$ cat src/rtl/cpu_types_pkg.sv
// Shared CPU types: register index width and the pipeline controller state encoding.
// Pure type/constant package with no logic and no timing of its own.
package cpu_types_pkg;

  localparam int REG_W = 5;

  typedef logic [REG_W-1:0] regbits_t;

  typedef enum logic [1:0] {
    RUN     = 2'd0,
    MEMWAIT = 2'd1,
    DRAIN   = 2'd2,
    HALTED  = 2'd3
  } pctrl_state_t;

endpackage

$ cat src/rtl/hazard_detect.sv
// Load-use hazard comparator between the load in EX and the sources of the instruction in ID.
// Purely combinational, zero latency; it never stalls anything itself.
module hazard_detect
  import cpu_types_pkg::*;
(
  input  logic     ex_dREN,
  input  regbits_t ex_rt,
  input  regbits_t id_rs,
  input  regbits_t id_rt,
  output logic     load_use
);

  // $zero never carries a real dependency, so a load targeting it is harmless.
  assign load_use = ex_dREN && (ex_rt != '0) && ((ex_rt == id_rs) || (ex_rt == id_rt));

endmodule

$ cat src/rtl/pipeline_ctrl.sv
// Stall/flush controller for the 5-stage pipeline: enables and bubble loads are combinational
// from state and inputs; the state and the stall counter update on the rising edge of CLK.
module pipeline_ctrl
  import cpu_types_pkg::*;
(
  input  logic        CLK,
  input  logic        RST,
  input  logic        ihit,
  input  logic        dhit,
  input  logic        mem_req,
  input  logic        ex_dREN,
  input  regbits_t    ex_rt,
  input  regbits_t    id_rs,
  input  regbits_t    id_rt,
  input  logic        br_taken,
  input  logic        halt_id,
  input  logic        halt_wb,
  output logic        pc_en,
  output logic        en_1,
  output logic        en_2,
  output logic        en_3,
  output logic        en_4,
  output logic        flush_1,
  output logic        flush_2,
  output logic        flush_3,
  output logic        halted,
  output logic [31:0] stall_cnt
);

  pctrl_state_t state, state_nxt;
  logic         load_use;
  logic         mem_wait;

  hazard_detect u_hazard_detect (
    .ex_dREN  (ex_dREN),
    .ex_rt    (ex_rt),
    .id_rs    (id_rs),
    .id_rt    (id_rt),
    .load_use (load_use)
  );

  assign mem_wait = mem_req && !dhit;

  always_comb begin
    state_nxt = state;
    pc_en     = 1'b0;
    en_1      = 1'b0;
    en_2      = 1'b0;
    en_3      = 1'b0;
    en_4      = 1'b0;
    flush_1   = 1'b0;
    flush_2   = 1'b0;
    flush_3   = 1'b0;
    halted    = (state == HALTED);

    if (state == HALTED) begin
      state_nxt = HALTED;
    end else if (mem_wait) begin
      // Whole pipe freezes; a drain in progress resumes once memory answers.
      if (state == RUN) state_nxt = MEMWAIT;
    end else begin
      en_1 = 1'b1;
      en_2 = 1'b1;
      en_3 = 1'b1;
      en_4 = 1'b1;
      if (state == DRAIN) begin
        if (halt_wb) begin
          flush_1   = 1'b1;
          state_nxt = HALTED;
        end else if (br_taken) begin
          // The halt was on the wrong path: squash it and resume fetching.
          pc_en     = 1'b1;
          flush_1   = 1'b1;
          flush_2   = 1'b1;
          flush_3   = 1'b1;
          state_nxt = RUN;
        end else begin
          flush_1 = 1'b1;
        end
      end else begin
        // RUN, or MEMWAIT on the cycle memory completes: ordinary RUN rules.
        state_nxt = RUN;
        if (br_taken) begin
          pc_en   = 1'b1;
          flush_1 = 1'b1;
          flush_2 = 1'b1;
          flush_3 = 1'b1;
        end else if (load_use) begin
          en_1    = 1'b0;
          flush_2 = 1'b1;
        end else if (halt_id) begin
          flush_1   = 1'b1;
          state_nxt = DRAIN;
        end else if (!ihit) begin
          flush_1 = 1'b1;
        end else begin
          pc_en = 1'b1;
        end
      end
    end
  end

  always_ff @(posedge CLK or posedge RST) begin
    if (RST) begin
      state     <= RUN;
      stall_cnt <= '0;
    end else begin
      state <= state_nxt;
      if (!pc_en && (state != HALTED)) stall_cnt <= stall_cnt + 32'd1;
    end
  end

endmodule
$ cat config.mk
export PLATFORM = sky130hd
export DESIGN_NAME = pipeline_ctrl
export DESIGN_NICKNAME = d
export VERILOG_FILES = /design/src/rtl/cpu_types_pkg.sv /design/src/rtl/hazard_detect.sv /design/src/rtl/pipeline_ctrl.sv
export SDC_FILE = /design/constraint.sdc
export NUM_CORES = 1
export LEC_CHECK = 0
export CAP_MARGIN = 5
export CORE_ASPECT_RATIO = 2
export CORE_MARGIN = 1
export CORE_UTILIZATION = 43
export CTS_CLUSTER_SIZE = 28
export DETAILED_ROUTE_END_ITERATION = 6
export PLACE_DENSITY = 0.76
export SLEW_MARGIN = 20
export SYNTH_ARGS = -nofsm -noshare
export SYNTH_HDL_FRONTEND = slang
export SYNTH_SLANG_ARGS = --single-unit
export TNS_END_PERCENT = 1
$ cat constraint.sdc
create_clock -name CLK -period 2.45 [get_ports CLK]
set_input_delay 0.49 -clock CLK [delete_from_list [all_inputs] [get_ports CLK]]
set_output_delay 0.49 -clock CLK [all_outputs]
set_load 0.005 [all_outputs]
### Word level (Yosys, flattened, before mapping)

Index checks and enable logic that the tools add are counted.

* input bits: 24
* latch bits: 0
* logic and storage cells: 60
* memory bits (writable): 0
* memories: 0
* register bits: 34
* memory bits (read-only): 0

* magnitude comparators: 0
* eq/ne operators: 7
* reductions and logical operators: 10
* div/mod/pow operators: 0
* $mul: 0
* shift operators: 0
* mux-type cells: 40
* bitwise operators: 0
* add/subtract/negate cells: 1

Operators with widths (number)
* adder 32 x 1 -> 32 bit (second input constant): 1
* two-way mux 1 bit: 31
* two-way mux 2 bit: 9
* equality test 5 bit: 2
* != test 5 bit (second input constant): 1
* nonzero test 5 bit: 1
* equality test 2 bit (second input constant): 2
* logical AND 1 bit: 4
* != test 3 x 2 -> 1 bit (second input constant): 1
* zero test 1 bit: 2
* zero test 2 bit: 1
* != test 2 bit (second input constant): 1
* AND reduction 2 bit: 1
* logical OR 1 bit: 1

### Longest topological paths before layout

* word-level depth: 10
* mapped depth: 7
* mapped depth without buffers: 6

### Cells and area by module

A second synthesis with hierarchy kept.

* cells, all modules: 184
* area, all modules: 1846.8 µm²

Modules (own cells, without submodules)
* pipeline_ctrl: instances 1, area an instance 1721.7 µm², cells an instance 167
* hazard_detect: instances 1, area an instance 125.1 µm², cells an instance 17

### Worst setup path after synthesis

Ideal clock, no wire load.

* kind: input -> output
* start: input port ex_rt[0]
* end: output port pc_en
* arrival time: 1665 ps
* stages on the path: 5
* buffers on the path: 0
* path slack: 295 ps
* cell sequence: or4_1 -> o21ai_1 -> nand2b_1 -> nor2_1 -> a221oi_1

* cells in the longest elaborated chain, start to end: 8
* elaborated cells between the ends (all ways): 11

RTL lines
* from (decl): RTL line pipeline_ctrl.sv:12 `input regbits_t ex_rt,`
* equality test 5 bit / nonzero test 5 bit (equally long branches): RTL line hazard_detect.sv:14 `assign load_use = ex_dREN && (ex_rt != '0) && ((ex_rt == id_rs) || (ex_rt == id_rt));`
* logical OR 1 bit / logical AND 1 bit (equally long branches): RTL line hazard_detect.sv:14
* logical AND 1 bit *: RTL line hazard_detect.sv:14
* two-way mux 1 bit *: RTL line pipeline_ctrl.sv:88 `end else if (load_use) begin`
* two-way mux 1 bit *: RTL line pipeline_ctrl.sv:83 `if (br_taken) begin`
* two-way mux 1 bit *: RTL line pipeline_ctrl.sv:66 `if (state == DRAIN) begin`
* two-way mux 1 bit *: RTL line pipeline_ctrl.sv:58 `end else if (mem_wait) begin`
* two-way mux 1 bit *: RTL line pipeline_ctrl.sv:56 `if (state == HALTED) begin`
* to (decl): RTL line pipeline_ctrl.sv:18 `output logic pc_en,`

Every way passes the cells marked *; elsewhere a longest branch is shown, timed or not.

### Worst setup path after layout

* start: input port id_rs[3]
* end: output port flush_2

* cells in the longest elaborated chain, start to end: 8

RTL lines
* from (decl): RTL line pipeline_ctrl.sv:13 `input regbits_t id_rs,`
* equality test 5 bit: RTL line hazard_detect.sv:14
* logical OR 1 bit: RTL line hazard_detect.sv:14
* logical AND 1 bit: RTL line hazard_detect.sv:14
* two-way mux 1 bit: RTL line pipeline_ctrl.sv:88
* two-way mux 1 bit: RTL line pipeline_ctrl.sv:83
* two-way mux 1 bit: RTL line pipeline_ctrl.sv:66
* two-way mux 1 bit: RTL line pipeline_ctrl.sv:58
* two-way mux 1 bit: RTL line pipeline_ctrl.sv:56
* to (decl): RTL line pipeline_ctrl.sv:24 `output logic flush_2,`

Every way passes these cells.

==> results.tsv <==
metric	value	unit
final_max_slew_viol_count	0	
layout.cells.non_filler	330	
netlist-cell-type-count	40	
post_synth_inst_count	193	
grt_start_max_net_pins	35	
synth_top_area_cell	sky130_fd_sc_hd__dfrtp_1	
design.final.nets	300	
worst_hold_slack	464	ps
number_of_fillers_in_the_final_layout	373	
clock_path_buffers	2	
ys_seq_elements	34	
multi_input_comb_area	1090	um^2
setup_violations	0	
outcome	complete, no violations	
tritoncts.num_buffers	5	
clk-insertion-delay-late	300	ps
numClockSinks	34	
diodes	0	
hold_class	reg2reg	
detail_route.iter0.violations	21	
global_route.usage.total	22.5	%
maximum_clock_frequency	0.423	GHz
timing.rr.start	state[1]	
grt_setup_unrepaired	true	
clk_root_buffer_cell	sky130_fd_sc_hd__clkbuf_8	
cts-hold-fix-buffers	0	
utilization	66.6	%
die-width	49.9	um
peakVddDrop	0.000475	V
synth_area	1980	um^2
seq_area_frac_synth	43.0	%
report.power.total	2330	uW
grt_antenna_before_repair	0	
grt_first_pass_wirelength	8390	um
htree_levels	2	
worst_slack	87.3	ps
timing.setup.critical_path_class	in2out	
critical_path_arrival	1870	ps
ant_nets	0	
slew_headroom	65.1	%
post_drt_via_cell_ratio	5.37	
path_max_fanout	2	
grt-ovfl-total	0	
seq_area	851	um^2
crit_path_start_kind	input pin	
placement.setup.worst_slack	-698	ps
area.growth.synth_to_final	47.7	%
fraction_of_layout_cells_with_a_size_suffix_above_1	18.8	%
routed-via-count	1771	
netlist_top_cells_area	sky130_fd_sc_hd__dfrtp_1 43%, sky130_fd_sc_hd__xor2_1 12%, sky130_fd_sc_hd__xnor2_1 6.2%	
synth-warning-count	0	
cap_violations	0	
synthesis.nets	218	
finalHoldViolCount	0	
core_area	4380	um^2
part_of_the_cycle_the_worst_path_needs	96.4	%
post_cts_buffers	0	
clkSlewWorstSetupHoldPaths	70	ps
remaining_drc_errors	0	
dominantRegCellSynth	sky130_fd_sc_hd__dfrtp_1	
synth_top_area_share	43.0	%
average_wire_length_per_cell_after_detail_routing	14.3	um
post-route-min-period	2360	ps
core.rowCount	34	
async_reset_ff_share	100	%
clock-skew-final	6.99	ps
tritoncts	built	
timing.hold.worst.start	stall_cnt[31]	
worst-slew-pin-transition	522	ps
place.detailed.hpwl	3440	um
first_pass_iters	4	
ios	65	
post_synth_edffs	0	
start_util	45.1	%
critical_path_capture_point_type	primary output	
chipHeight	97.9	um
totalWireLength	4730	um
critPathLaunch	id_rs[3]	
place.gp.congestion	0.797	
placement.io_buffers	64	
placed_cells_incl_taps	322	
first_global_vias	1841	
cp_data_required_time	1960	ps
die_area	4890	um^2
leakagePower	0.00128	uW
cellPowerDensity	798	nW/um^2
mean_area_per_synthesized_cell	10.2	um^2
==> cell usage after synthesis, types with 2 or more instances <==
cell / number
sky130_fd_sc_hd__a21oi_1: 6
sky130_fd_sc_hd__and3_1: 2
sky130_fd_sc_hd__buf_4: 2
sky130_fd_sc_hd__buf_6: 3
sky130_fd_sc_hd__clkbuf_1: 3
sky130_fd_sc_hd__dfrtp_1: 34
sky130_fd_sc_hd__inv_1: 6
sky130_fd_sc_hd__nand2_1: 12
sky130_fd_sc_hd__nand2b_1: 7
sky130_fd_sc_hd__nand3_1: 13
sky130_fd_sc_hd__nand4_1: 9
sky130_fd_sc_hd__nor2_1: 5
sky130_fd_sc_hd__nor2b_1: 2
sky130_fd_sc_hd__nor3_1: 10
sky130_fd_sc_hd__nor3b_1: 4
sky130_fd_sc_hd__nor4_1: 10
sky130_fd_sc_hd__nor4_2: 2
sky130_fd_sc_hd__nor4b_2: 2
sky130_fd_sc_hd__xnor2_1: 14
sky130_fd_sc_hd__xor2_1: 27
==> through the flow <==
stage	TNS, ps	cell area [um^2]
floorplan	0	1980
global placement	-4660	2780
detailed placement	-6180	2780
CTS	0	2920
global route	-48.1	2920
finish	0	2920
==> flip-flops by register name, indices dropped and copies added (netlist names) <==
| name | count |
|---|---|
| stall_cnt | 32 |
| state | 2 |
==> critical path, cell delays in order <==
cell                              delay, ps
sky130_fd_sc_hd__clkdlybuf4s50_1        470
sky130_fd_sc_hd__xnor2_1                120
sky130_fd_sc_hd__nand2_1                120
sky130_fd_sc_hd__o22ai_4                180
sky130_fd_sc_hd__nand2b_4                80
sky130_fd_sc_hd__nor2_4                 110
sky130_fd_sc_hd__buf_6                  100
sky130_fd_sc_hd__a21o_1                  90
sky130_fd_sc_hd__buf_2                  100
==> path summary, 6_finish.rpt <==
check / to / slack (ps) / cells after the start
worst max-delay path: flush_2 / 90 / 9
worst min-delay path: stall_cnt[31] / 460 / 1
worst max register to register: stall_cnt[16] / 430 / 7
worst min register to register: stall_cnt[31] / 460 / 1
max in group asynchronous: stall_cnt[8] / 1560 / 3
min in group asynchronous: stall_cnt[19] / 590 / 3
==> layout make-up <==
cell class	instances	share of cell area (%)
tap	54	2.31
timing repair buffer	83	26.6
inverter	6	0.771
sequential	34	29.1
clock buffer	8	3.77
multi-input combinational	145	37.4
==> layout by cell type (no fill, tap or decap), types with 5 or more instances in the layout <==
master and n:
sky130_fd_sc_hd__dlymetal6s2s_1 5, sky130_fd_sc_hd__dfrtp_1 34, sky130_fd_sc_hd__nor3_1 10, sky130_fd_sc_hd__clkdlybuf4s50_1 50
sky130_fd_sc_hd__clkbuf_8 8, sky130_fd_sc_hd__nand2_1 12, sky130_fd_sc_hd__nor4_1 10, sky130_fd_sc_hd__nand4_1 9
sky130_fd_sc_hd__nand3_1 13, sky130_fd_sc_hd__xnor2_1 14, sky130_fd_sc_hd__nand2b_1 6, sky130_fd_sc_hd__buf_4 17
sky130_fd_sc_hd__xor2_1 27, sky130_fd_sc_hd__buf_2 5, sky130_fd_sc_hd__inv_1 6, sky130_fd_sc_hd__a21oi_1 6
==> where the power goes <==
| part | internal [uW] | switching, uW |
|---|---|---|
| clock | 284 | 208 |
| sequential | 676 | 191 |
| combinational | 550 | 420 |
==> metal layers <==
layer	routed length [um]	track usage (%)
met5	0	0
met4	95	9.23
met3	219	4.98
met2	2690	41.3
met1	1720	23.9
==> what timing repair did <==
item	CTS	global route
setup endpoints to repair	4	4
endpoints found under the hold margin	0	0
gates cloned	0	0
resized for setup	34	10
pin swaps	6	13
==> logic make-up (layout without fill, tap and decap cells) <==
kind of cell	Yosys count	in the layout	share of synthesized area [%]
fa+ha+maj	1	1	0.633
mux	1	1	0.570
xor+xnor	41	41	18.2
simple gates	88	88	28.1
flops	34	34	43.0
buf+inv	14	97	4.18
compound gates	14	14	5.32
No activity file was read; power rests on OpenSTA's default activity.
